[src/rtl/clock_div_pkg.sv]
//------------------------------------------------------------------------------
// Module   : clock_div_pkg
// Brief    : Shared constants and helpers for the multi-channel clock divider.
// Revision : 1.0 - initial release
//------------------------------------------------------------------------------
`default_nettype none

package clock_div_pkg;

    // Default parameter values for the divider top
    localparam int C_MAX_DIV     = 1024;
    localparam int C_DEFAULT_DIV = 4;

    // Number of high cycles in one period: ceil(P/2).
    // A divisor of 0 or 1 behaves as a period of 1, so the level stays high.
    function automatic int unsigned half_period(input int unsigned div);
        if (div <= 32'd1) begin
            return 32'd1;
        end
        return (div + 32'd1) >> 1;
    endfunction

endpackage

`default_nettype wire

[src/rtl/clock_div_channel.sv]
//------------------------------------------------------------------------------
// Module   : clock_div_channel
// Brief    : One divider channel: phase counter, active/pending divisor and
//            registered divided level plus phase-0 tick strobe.
// Revision : 1.0 - initial release
//------------------------------------------------------------------------------
`default_nettype none

module clock_div_channel
    import clock_div_pkg::*;
#(
    parameter int CNT_W       = 11,
    parameter int DEFAULT_DIV = C_DEFAULT_DIV
) (
    input  logic             inClock,
    input  logic             rst,
    input  logic             en,
    input  logic             sync,
    input  logic             wr_stb,
    input  logic [CNT_W-1:0] wr_div,
    output logic             pending_vld,
    output logic             outClock,
    output logic             tick
);

    logic [CNT_W-1:0] r_phase;
    logic [CNT_W-1:0] r_active_div;
    logic [CNT_W-1:0] r_pending_div;
    logic             r_pending_vld;
    logic             r_run;
    logic             r_out_clk;
    logic             r_tick;

    logic [CNT_W-1:0] w_cur_p;
    logic [CNT_W-1:0] w_phase_nxt;
    logic [CNT_W-1:0] w_active_nxt;
    logic [CNT_W-1:0] w_pend_div_nxt;
    logic             w_pend_vld_nxt;
    logic             w_apply;
    logic             w_tick_nxt;
    logic             w_out_nxt;

    // Effective period of the divisor currently in force (0 and 1 mean 1)
    assign w_cur_p = (r_active_div <= CNT_W'(1)) ? CNT_W'(1) : r_active_div;

    // Next-state: disabled hold, enable-rise/sync realign, wrap or increment
    always_comb begin
        w_phase_nxt    = r_phase;
        w_active_nxt   = r_active_div;
        w_pend_div_nxt = r_pending_div;
        w_pend_vld_nxt = r_pending_vld;
        w_apply        = 1'b0;

        if (!en) begin
            // Idle channel: no period in flight, so a pending divisor is safe now
            w_phase_nxt = '0;
            w_apply     = r_pending_vld;
        end else if (sync || !r_run) begin
            // First enabled edge or realign: start a fresh period at phase 0
            w_phase_nxt = '0;
            w_apply     = r_pending_vld;
        end else if (r_phase >= w_cur_p - CNT_W'(1)) begin
            // Period boundary: only place a running channel may change divisor
            w_phase_nxt = '0;
            w_apply     = r_pending_vld;
        end else begin
            w_phase_nxt = r_phase + CNT_W'(1);
        end

        if (w_apply) begin
            w_active_nxt   = r_pending_div;
            w_pend_vld_nxt = 1'b0;
        end

        // A write is only accepted while nothing is pending, so the boundary
        // above always acted on the pre-write state
        if (wr_stb) begin
            w_pend_div_nxt = wr_div;
            w_pend_vld_nxt = 1'b1;
        end

        w_tick_nxt = en && (w_phase_nxt == '0);
        w_out_nxt  = en && (32'(w_phase_nxt) < half_period(32'(w_active_nxt)));
    end

    // State and output registers, cleared asynchronously
    always_ff @(posedge inClock or negedge rst) begin
        if (!rst) begin
            r_phase       <= '0;
            r_active_div  <= CNT_W'(DEFAULT_DIV);
            r_pending_div <= '0;
            r_pending_vld <= 1'b0;
            r_run         <= 1'b0;
            r_out_clk     <= 1'b0;
            r_tick        <= 1'b0;
        end else begin
            r_phase       <= w_phase_nxt;
            r_active_div  <= w_active_nxt;
            r_pending_div <= w_pend_div_nxt;
            r_pending_vld <= w_pend_vld_nxt;
            r_run         <= en;
            r_out_clk     <= w_out_nxt;
            r_tick        <= w_tick_nxt;
        end
    end

    assign pending_vld = r_pending_vld;
    assign outClock    = r_out_clk;
    assign tick        = r_tick;

endmodule

`default_nettype wire

[src/rtl/clock_div_multi.sv]
//------------------------------------------------------------------------------
// Module   : clock_div_multi
// Brief    : Multi-channel runtime-programmable clock divider / tick generator
//            with valid/ready divisor loading and global phase sync.
// Revision : 1.0 - initial release
//------------------------------------------------------------------------------
`default_nettype none

module clock_div_multi
    import clock_div_pkg::*;
#(
    parameter  int NUM_CH      = 4,
    parameter  int MAX_DIV     = C_MAX_DIV,
    parameter  int DEFAULT_DIV = C_DEFAULT_DIV,
    localparam int CNT_W       = $clog2(MAX_DIV + 1),
    localparam int CH_W        = (NUM_CH > 1) ? $clog2(NUM_CH) : 1
) (
    input  logic              inClock,
    input  logic              rst,
    input  logic [NUM_CH-1:0] en,
    input  logic              sync,
    input  logic              cfg_valid,
    output logic              cfg_ready,
    input  logic [CH_W-1:0]   cfg_ch,
    input  logic [CNT_W-1:0]  cfg_div,
    output logic [NUM_CH-1:0] outClock,
    output logic [NUM_CH-1:0] tick
);

    logic [NUM_CH-1:0] w_pend_vld;
    logic [NUM_CH-1:0] w_wr_stb;
    logic [CNT_W-1:0]  w_div_sat;

    // Oversized divisors clamp to the largest supported period
    assign w_div_sat = (cfg_div > CNT_W'(MAX_DIV)) ? CNT_W'(MAX_DIV) : cfg_div;

    // Ready mux: busy only while the addressed channel holds a pending divisor;
    // indices with no channel behind them always accept (and drop) the write
    always_comb begin
        cfg_ready = 1'b1;
        for (int i = 0; i < NUM_CH; i++) begin
            if (cfg_ch == CH_W'(i)) begin
                cfg_ready = ~w_pend_vld[i];
            end
        end
    end

    generate
        for (genvar g = 0; g < NUM_CH; g++) begin : g_ch
            assign w_wr_stb[g] = cfg_valid & cfg_ready & (cfg_ch == CH_W'(g));

            clock_div_channel #(
                .CNT_W       (CNT_W),
                .DEFAULT_DIV (DEFAULT_DIV)
            ) u_ch (
                .inClock     (inClock),
                .rst         (rst),
                .en          (en[g]),
                .sync        (sync),
                .wr_stb      (w_wr_stb[g]),
                .wr_div      (w_div_sat),
                .pending_vld (w_pend_vld[g]),
                .outClock    (outClock[g]),
                .tick        (tick[g])
            );
        end
    endgenerate

endmodule

`default_nettype wire

[config.mk]
export PLATFORM = sky130hd
export DESIGN_NAME = clock_div_multi
export DESIGN_NICKNAME = d
export VERILOG_FILES = /design/src/rtl/clock_div_pkg.sv /design/src/rtl/clock_div_channel.sv /design/src/rtl/clock_div_multi.sv
export SDC_FILE = /design/constraint.sdc
export NUM_CORES = 1
export LEC_CHECK = 0
export ABC_AREA = 0
export CAP_MARGIN = 40
export CORE_AREA = 2 2 127 129
export CTS_CLUSTER_DIAMETER = 100
export CTS_CLUSTER_SIZE = 8
export DETAILED_ROUTE_END_ITERATION = 16
export DIE_AREA = 0 0 129 131
export DONT_BUFFER_PORTS = 1
export GPL_ROUTABILITY_DRIVEN = 0
export PLACE_DENSITY = 0.94
export SYNTH_ARGS = -nofsm -noshare
export SYNTH_HDL_FRONTEND = slang
export SYNTH_SLANG_ARGS = --single-unit
[constraint.sdc]
create_clock -name inClock -period 10.2 [get_ports inClock]
set_input_delay 2.04 -clock inClock [delete_from_list [all_inputs] [get_ports inClock]]
set_output_delay 2.04 -clock inClock [all_outputs]
set_load 0.01 [all_outputs]
# Word level (Yosys, flattened, before mapping)
# Cells that the tools add are included.
# totals
inputBits	21
wordCells	151
reg_bits	148
output_inout_bits	9
# op_classes
n_eq_ne	3
n_mux	57
n_lt_le_gt_ge	17
n_bitwise	9
add_sub_neg	12
reduce_logical	25
# ops
cell	count
$mux 11	21
$lt 11x31->1	4
$mux 31	4
$le 11x1->1 const B	8
$add 11x1->12 const B	4
$add 11x1->11 const B	4
$ge 11x11->1	4
$logic_not 11->1	4
$sub 11x1->11 const B	4
$mux 1	32
$gt 11x11->1 const B	1
$logic_and 1x1->1	8
$reduce_bool 2->1	4
$and 1x1->1	5
$eq 2x2->1 const B	2
$logic_not 1->1	4
$logic_or 1x1->1	4
$not 1->1	4
$eq 2x1->1 const B	1
$logic_not 2->1	1

# Logic depth before layout (Yosys ltp)
# depth
ltp_word	13
ltp_mapped	33
mapped_depth_nobuf	29

# Hierarchy
# Synthesis repeated with hierarchy kept, for this count alone.
# hier_totals
cells_unflattened	1203
area_unflattened_um2	11162.0
# by_module_without_submodules
mod	area_each_um2	instances	seq_area_each_um2	cells_each
clock_div_channel (g_ch[0].u_ch ...)	2758.9	3	927.1	296
clock_div_channel (g_ch[3].u_ch)	2753.9	1	927.1	296
clock_div_multi	131.4	1	0.0	19

# Least setup slack after synthesis
# Ideal clock, no wire load.
# synth_path
kind	register -> register
from	reg g_ch[2].u_ch.r_active_div[2]
to	reg g_ch[2].u_ch.r_out_clk
stages_incl_launch_ff	32
setup_time_ns	0.136
arrival_time_ns	5.721
slack_ns	4.343
path_buffers	4
required_ns	10.064
period_less_slack_ns	5.857
path_cell_list	dfstp_2 -> buf_4 -> nor4_4 -> nand2b_2 -> nor3_2 -> nor3b_4 -> a21oi_1 -> ha_1 -> nand3b_1 -> xor2_1 -> ha_1 -> a2111oi_2 -> o21ai_1 -> a21o_1 -> buf_6 -> nand2_1 -> buf_2 -> nand2_1 -> nand2_1 -> ha_1 -> buf_1 -> inv_1 -> nor3_1 -> a21oi_1 -> xor2_1 -> ha_1 -> a21o_1 -> a211oi_1 -> o31ai_1 -> a31o_2 -> o31a_1 -> o41ai_2
# synth_between
elab_chain_cells	13
elab_cells_between_ends	18
classes_between	add/sub (2); order compare (4); mux (11); reduce/logical (1)
# synth_lines
item	line	source
from (decl)	clock_div_channel.sv:27	logic [CNT_W-1:0] r_active_div;
from (signal assigned)	clock_div_channel.sv:90	r_active_div <= CNT_W'(DEFAULT_DIV);
from (signal assigned)	clock_div_channel.sv:98	r_active_div <= w_active_nxt;
$le 11x1->1	clock_div_channel.sv:44	assign w_cur_p = (r_active_div <= CNT_W'(1)) ? CNT_W'(1) : r_active_div;
$mux 11 (*)	clock_div_channel.sv:44	
$sub 11x1->11 (*)	clock_div_channel.sv:62	end else if (r_phase >= w_cur_p - CNT_W'(1)) begin
$ge 11x11->1 (*)	clock_div_channel.sv:62	
$mux 1 (*)	clock_div_channel.sv:62	
$mux 1 (*)	clock_div_channel.sv:58	end else if (sync || !r_run) begin
$mux 1 (*)	clock_div_channel.sv:54	if (!en) begin
$mux 11 (*)	clock_div_channel.sv:70	if (w_apply) begin
net g_ch[2].u_ch.w_active_nxt[0]	clock_div_channel.sv:36	logic [CNT_W-1:0] w_active_nxt;
$le 11x1->1	clock_div_pkg.sv:17	if (div <= 32'd1) begin
$mux 1	clock_div_pkg.sv:17	
$mux 31 (*)	clock_div_pkg.sv:20	return (div + 32'd1) >> 1;
$lt 11x31->1 (*)	clock_div_channel.sv:83	w_out_nxt = en && (32'(w_phase_nxt) < half_period(32'(w_active_nxt)));
$logic_and 1x1->1 (*)	clock_div_channel.sv:83	
net g_ch[2].u_ch.w_out_nxt	clock_div_channel.sv:41	logic w_out_nxt;
to (signal assigned)	clock_div_channel.sv:102	r_out_clk <= w_out_nxt;
to (decl)	clock_div_channel.sv:31	logic r_out_clk;
# Mark *: on every way through the listed nets, which the timed path passes. The rest lies on a longest branch.
# A chain may end at the register's enable or synchronous reset.

# Final worst setup path
# layout_path
from	reg g_ch[2].u_ch.r_active_div[3]
to	reg g_ch[2].u_ch.r_out_clk
# The elaborated chain is that of the path after synthesis.

==> qor.txt <==
Outcome: finished, final reports clean
Synth cell types: 82
Setup Crit Path Kind: reg -> reg
Die Span X: 129 um
Top cell type by total area after synthesis: dfrtp_1
Area fraction of the dominant cell type after synthesis: 33.6%
Via density: 6.42
Async set-reset flop share out of synthesis: 100%
Final min period: 6800 ps
Number of synthesized flops with an enable pin: 0
Max Buffers Root-to-Sink: 2
Clock Tree Root: clkbuf_16
Area Overhead vs Synth: 5.43%
DRC errors left: 0
Gate power share: 34.1%
Antenna Cells: 0
# IOs: 30
Site row count: 46
Ranking of synthesized cells by area: dfrtp_1 (34%), ha_1 (12%), nand2_1 (7.0%), xnor2_1 (4.8%), xor2_1 (4.7%)
Syn Area/Cell: 8.64 sq um
H-tree depth: 4
Port bufs: 0
Starting density of the core: 68.7%
Least-Margin Pin Slew: 925 ps
DIE AREA: 16,900 sq um
Clock Skews: 8.45 ps
Cts hold-fix bufs: 0
Clk sink count: 148
Seq cells post-synth: 148
Sw frac: 37.5%
Synth top cells by count: nand2_1 (199), dfrtp_1 (144), nor2_1 (111)
DR iter-0 viols: 1,058
Post-CTS Setup Inserts: 0
Crit start category: flop
Ys flop type: dfrtp_1
Most numerous cell in the Yosys netlist: nand2_1
Final Max Tran Viols: 0
Post-synthesis net count: 1,361
1st-pass router iterations: 8
CTS Buf Count: 17
Nets: 1,314
P_sw: 0.834 mW
Die height: 131 um
CORE AREA: 15,600 sq um
Syn Std Cell Area: 10,700 sq um
Max_cap viols: 0
Vias in the first global route: 9,059
Worst-Skew Late Latency: 440 ps
Global-route wire length before repair: 43.4 mm
Sequential cell area: 3710 sq um
Slew Limit Headroom: 38.3%
Int Pwr: 1.39 mW
Clock share of power: 29.0%
Post-synthesis sequential area ratio: 34.6%
Unrepaired setup endpoints after global routing: no
Final hold viol count: 0
Sequential Power Share: 36.9%
Mapped Cells: 1,240
Final setup fails: 0
CP endpoint kind: flop
Crit path arrival time: 7110 ps
Placed wire-length estimate: 18.3 mm
GRT overflow: 0
Worst hold path type: reg -> reg
P per Cell Area: 197 nW/um^2
Reg clk slew, reported paths: 60 ps
Post-CTS resize count: 0
Multi-input logic area: 6560 sq um
Final ANT Viol Nets: 0
Worst VDD drop: 0.151 mV
Lkg Pwr: 5.11 nW
Critical Path RT: 10,510 ps
Layout fillers: 1,081
WL per Instance: 18.3 um
Share of cells above drive strength 1: 6.63%
Total power: 2.23 mW
Largest fanout on the critical path: 19
F_max: 0.147 GHz
CTS tree: done
Ys Warns: 0
Overall Global Routing Usage: 32.5%
DRT Wirelength: 26.0 mm
Via count: 9,133
Fin Setup TNS: 0 ps
Largest net degree at the start of global routing: 149
Initial antenna violation count: 0
Tcrit/Tclk final: 66.7%
==> final timing paths <==
| check | to | slack [ps] | depth (start not counted) | start |
|---|---|---|---|---|
| setup / recovery | g_ch[2].u_ch.outClock$_DFF_PN0_ | 3400 | 27 | g_ch[2].u_ch.r_active_div[3]$_DFF_PN0_ |
| hold / removal | g_ch[0].u_ch.r_phase[0]$_DFF_PN0_ | 530 | 1 | g_ch[0].u_ch.r_phase[0]$_DFF_PN0_ |
| setup reg to reg | g_ch[2].u_ch.outClock$_DFF_PN0_ | 3400 | 27 | g_ch[2].u_ch.r_active_div[3]$_DFF_PN0_ |
| hold reg to reg | g_ch[0].u_ch.r_phase[0]$_DFF_PN0_ | 530 | 1 | g_ch[0].u_ch.r_phase[0]$_DFF_PN0_ |
| max in group asynchronous | g_ch[0].u_ch.r_active_div[2]$_DFF_PN1_ | 8590 | 0 | rst |
| min in group asynchronous | g_ch[2].u_ch.r_phase[9]$_DFF_PN0_ | 1300 | 0 | rst |
==> flip-flops by register name, summed over array words and instances, names as in the netlist <==
| signal | cells |
|---|---|
| g_ch.u_ch.r_run | 4 |
| g_ch.u_ch.r_pending_div | 44 |
| g_ch.u_ch.r_active_div | 44 |
| g_ch.u_ch.outClock | 4 |
| g_ch.u_ch.r_phase | 44 |
| g_ch.u_ch.pending_vld | 4 |
| g_ch.u_ch.tick | 4 |
==> kinds of logic (layout without fill, tap and decap cells) <==
group	after synthesis	count (layout)	synth area share, %
AOI/OAI and AO/OA	211	211	12.2
DFF	148	148	34.6
adders and majority gates	100	100	11.7
buffers and inverters	99	65	4.19
muxes	41	41	4.25
and+or+nand+nor	525	525	23.6
xor gates and xnor gates	116	116	9.48
==> per-layer routing <==
metal	up-vias	GRT usage, %	routed length (um)
li1	4250	-	-
met1	4335	41.1	10300
met2	437	54.2	12500
met3	111	7.49	2130
met4	0	13.9	976
met5	-	0	0
==> cell type report <==
cell class                      instances  area share (%)
Multi-Input combinational cell        993            58.0
Sequential cell                       148            32.8
Clock buffer                           20            3.95
Tap cell                              216            2.39
Clock inverter                         12            1.37
Inverter                               29           0.964
Timing Repair Buffer                    4           0.443
==> critical path: stages (launching register included) <==
cell       delay [ps]
dfrtp_1           480
nor4_4            350
nand2b_2          110
nor3_2            210
nor3b_4           320
a21oi_1           150
ha_1              270
nand3b_1          120
xor2_1            160
ha_1              270
a2111oi_2         350
o21ai_1           130
a21o_1            380
nand2_1           540
nand2_1           140
nand2_1           140
ha_1              360
inv_1              80
nor3_1            460
a21oi_1           180
xor2_1            210
ha_1              300
a21o_1            110
a211oi_1           70
o31ai_1           410
a31o_2            170
o31a_1            130
o41ai_2            60
==> per-stage QoR <==
step	util, %	hold WS [ps]	area [sq um]	std cells	setup slack (ps)
finish	72.4	528	11300	1422	3400
global route	72.4	544	11300	1422	2850
CTS	72.4	524	11300	1421	3510
detailed placement	68.5	515	10700	1389	3610
global placement	68.3	495	10700	1387	3890
floorplan	-	462	10700	1240	4340
==> power groups by stage <==
stage / sequential (mW) / combinational (mW) / clock (mW)
after floorplan: 0.738 / 0.650 / 0
after global placement: 0.817 / 0.684 / 0
after CTS: 0.813 / 0.751 / 0.652
final: 0.821 / 0.759 / 0.646
after detailed placement: 0.822 / 0.730 / 0
after global routing: 0.831 / 0.856 / 0.675
==> placed cells by master (no fill, tap or decap), types with 7 or more instances in the layout <==
master,instances
and3_1,22
nand2_1,199
a21o_1,11
mux2i_1,17
o21ai_1,8
ha_1,100
o21ai_0,70
mux2_2,18
inv_1,27
o211ai_1,7
clkbuf_16,17
nor2b_1,11
xnor2_1,59
nor4_1,18
dfrtp_1,144
nand4_1,28
nand2b_1,18
a211oi_1,7
nand3_1,52
nor3_1,22
xor2_1,57
a21oi_1,52
nor2_1,111
a31oi_1,9
No activity file was read; power rests on OpenSTA's default activity.
==> RTL change, RTL diff (same settings) <==
Set the package constant `C_MAX_DIV` to 512 (it was 1024).
--- a/src/rtl/clock_div_pkg.sv
+++ b/src/rtl/clock_div_pkg.sv
@@ -8,7 +8,7 @@
 package clock_div_pkg;
 
     // Default parameter values for the divider top
-    localparam int C_MAX_DIV     = 1024;
+    localparam int C_MAX_DIV     = 512;
     localparam int C_DEFAULT_DIV = 4;
 
     // Number of high cycles in one period: ceil(P/2).
Ports: changed (resized cfg_div); port bits go from 30 to 29. The function was not compared with the original's and may differ.
==> RTL change against the unedited design <==
- critical path depth fell by 1
- synthesized area fell by 9.0%
- largest power group unchanged
- routed wire length fell by 12%
- design area fell by 8.5%
- fmax rose by 1.3%
- sequential cell count fell by 12
- largest cell class unchanged
- sequential share of layout area rose by 0.15 points
- total power fell by 6.9%
- worst hold slack got worse by 0.0092 ns
- setup slack improved by 0.090 ns
- critical path type unchanged
==> RTL change: results (changes against the unedited design) <==
- The total detailed-routing wirelength is 22800 microns (-12%).
- The instance area after placement came to 0.00977 sq mm (-8.6%).
- The endpoint arrival time on the critical path came to 7.06 ns (-0.05 ns).
- The portion of the post-synthesis area used by sequential elements is 34.9% (+0.33 points).
- The worst clock skew on the final layout is 0.0106 ns (+0.00214 ns).
- The final layout net count came to 1180 (-10%).
- The worst-case setup slack after placement was 3.78 ns (+0.172 ns).
- The global-route met1 utilization is 36.3% (-4.7 points).
- The number of cells traversed by the worst register-to-register path came to 26 (-3.7%).
- The number of distinct library cells after synthesis is 72 (-12%).
- Ranked by instance count, the synthesized netlist is headed by nand2_1 (140), dfrtp_1 (132), ha_1 (96).
- The count of input and output buffers is 0 (unchanged).
- The total length of routed met2 wires is 11300 microns (-10%).
- The global-route wire length before repair was 38000 microns (-13%).
- The run finished with clean final reports.
- The cell count after placement is 1261 (-9.2%).
- The internal portion of total power was 0.00131 W (-6.1%).
- The routed wirelength normalized by instance count is 17.7 microns (-3.3%).
- The routed metal-1 wire length is 9430 microns (-8.7%).
- The global router's overall resource usage came to 28.3% (-4.2 points).
- The maximum number of pins on one net before global-route repair is 137 (-8.1%).
- The half-perimeter wire length after detailed placement is 16000 microns (-13%).
- The met3 wirelength from detailed routing is 1640 microns (-23%).
- The hold slack came to 0.519 ns (-0.00924 ns).
- The met2 track demand over resource is 47.1% (-7.0 points).
- The number of standard cells after synthesis is 1100 (-11%).
- The worst reg-to-reg setup slack is 3.49 ns (+0.09 ns).
- The critical-path maximum fanout came to 14 (-5).
- The largest registers in the layout are g_ch.u_ch.r_active_div (40), g_ch.u_ch.r_pending_div (40), g_ch.u_ch.r_phase (40).
- The headroom to the max-slew limit is 49.5% (+11 points).
- The worst hold path depth came to 2 (+1).
- The detailed-route via count is 8121 (-11%).
- The combined flip-flop and latch cell area was 0.00341 sq mm (-8.1%).
- By area the synthesized netlist is led by dfrtp_1 (34%), ha_1 (12%), nand2_1 (5.4%).
- The static power due to leakage was 4.67 nW (-8.7%).
- The global routing met3 resource utilization came to 5.66% (-1.8 points).
- The number of global-route vias before repair is 7917 (-13%).
- The worst register-to-register path begins at g_ch[2].u_ch.r_active_div[7]$_DFF_PN0_.
- The largest voltage drop on the vdd net is 0.148 mV (-1.9%).
- The fraction of layout cells with a size suffix above 1 is 7.61% (+0.98 points).
- The hold path endpoint is g_ch[0].u_ch.r_pending_div[1]$_DFFE_PN0P_.
## RTL change: changes by cell type after synthesis, moves of 10 or more
cell / change
dfrtp_1: -12
xor2_1: -11
nor2_1: -19
inv_1: +10
a21oi_1: -18
nand4_1: -11
nand2_1: -59
## RTL change: worst max-delay path, stage by stage, from the launching register on
cell	delay, ns
dfrtp_1	0.46
or3_1	0.44
nor3_1	0.40
a31oi_1	0.22
ha_1	0.27
nand2_1	0.09
xor2_1	0.06
ha_1	0.31
nand4_1	0.09
o221ai_1	0.34
a21o_1	0.46
and2_1	0.46
nand2_1	0.12
o21ai_0	0.12
ha_1	0.32
nand2_1	0.08
nor2_1	0.19
inv_1	0.12
o21ai_1	0.19
xnor2_1	0.18
ha_1	0.28
a21o_1	0.18
a21oi_1	0.14
nor2_1	0.05
a2111oi_0	0.63
o311ai_0	0.26
o21ai_1	0.18
## RTL change: power groups by stage
stage	logic, W	registers (W)	clock network (W)
floorplan	0.000612	0.000688	0
global placement	0.000645	0.000759	0
detailed placement	0.000683	0.000764	0
CTS	0.000703	0.000757	0.000603
global route	0.000798	0.000776	0.000625
finish	0.000711	0.000763	0.000600
## RTL change: how the worst max path moves through the flow
stage	endpoint	startpoint	slack [ns]
after CTS	g_ch[2].u_ch.outClock$_DFF_PN0_	g_ch[2].u_ch.r_active_div[7]$_DFF_PN0_	3.65
after global placement	g_ch[3].u_ch.outClock$_DFF_PN0_	g_ch[3].u_ch.r_active_div[3]$_DFF_PN0_	3.88
after global routing	g_ch[2].u_ch.outClock$_DFF_PN0_	g_ch[2].u_ch.r_active_div[7]$_DFF_PN0_	2.86
after floorplan	g_ch[3].u_ch.outClock$_DFF_PN0_	g_ch[3].u_ch.r_active_div[3]$_DFF_PN0_	4.42
final	g_ch[2].u_ch.outClock$_DFF_PN0_	g_ch[2].u_ch.r_active_div[7]$_DFF_PN0_	3.49
after detailed placement	g_ch[3].u_ch.outClock$_DFF_PN0_	g_ch[3].u_ch.r_active_div[3]$_DFF_PN0_	3.78
## RTL change: cell type report
class                      count  share of cell area [%]
inverter                      39                    1.42
timing repair buffer           4                   0.291
multi-input combinational    866                    57.3
tap                          216                    2.62
sequential                   136                    33.0
clock inverter                 8                   0.957
clock buffer                  24                    4.47
## RTL change: kinds of logic after synthesis
| logic type | Yosys count | share of synthesized area (%) |
|---|---|---|
| buf+inv | 98 | 4.39 |
| fa+ha+maj | 96 | 12.3 |
| simple gates | 419 | 20.5 |
| mux | 44 | 5.08 |
| xor+xnor | 106 | 9.52 |
| flops | 136 | 34.9 |
| compound gates | 201 | 13.3 |
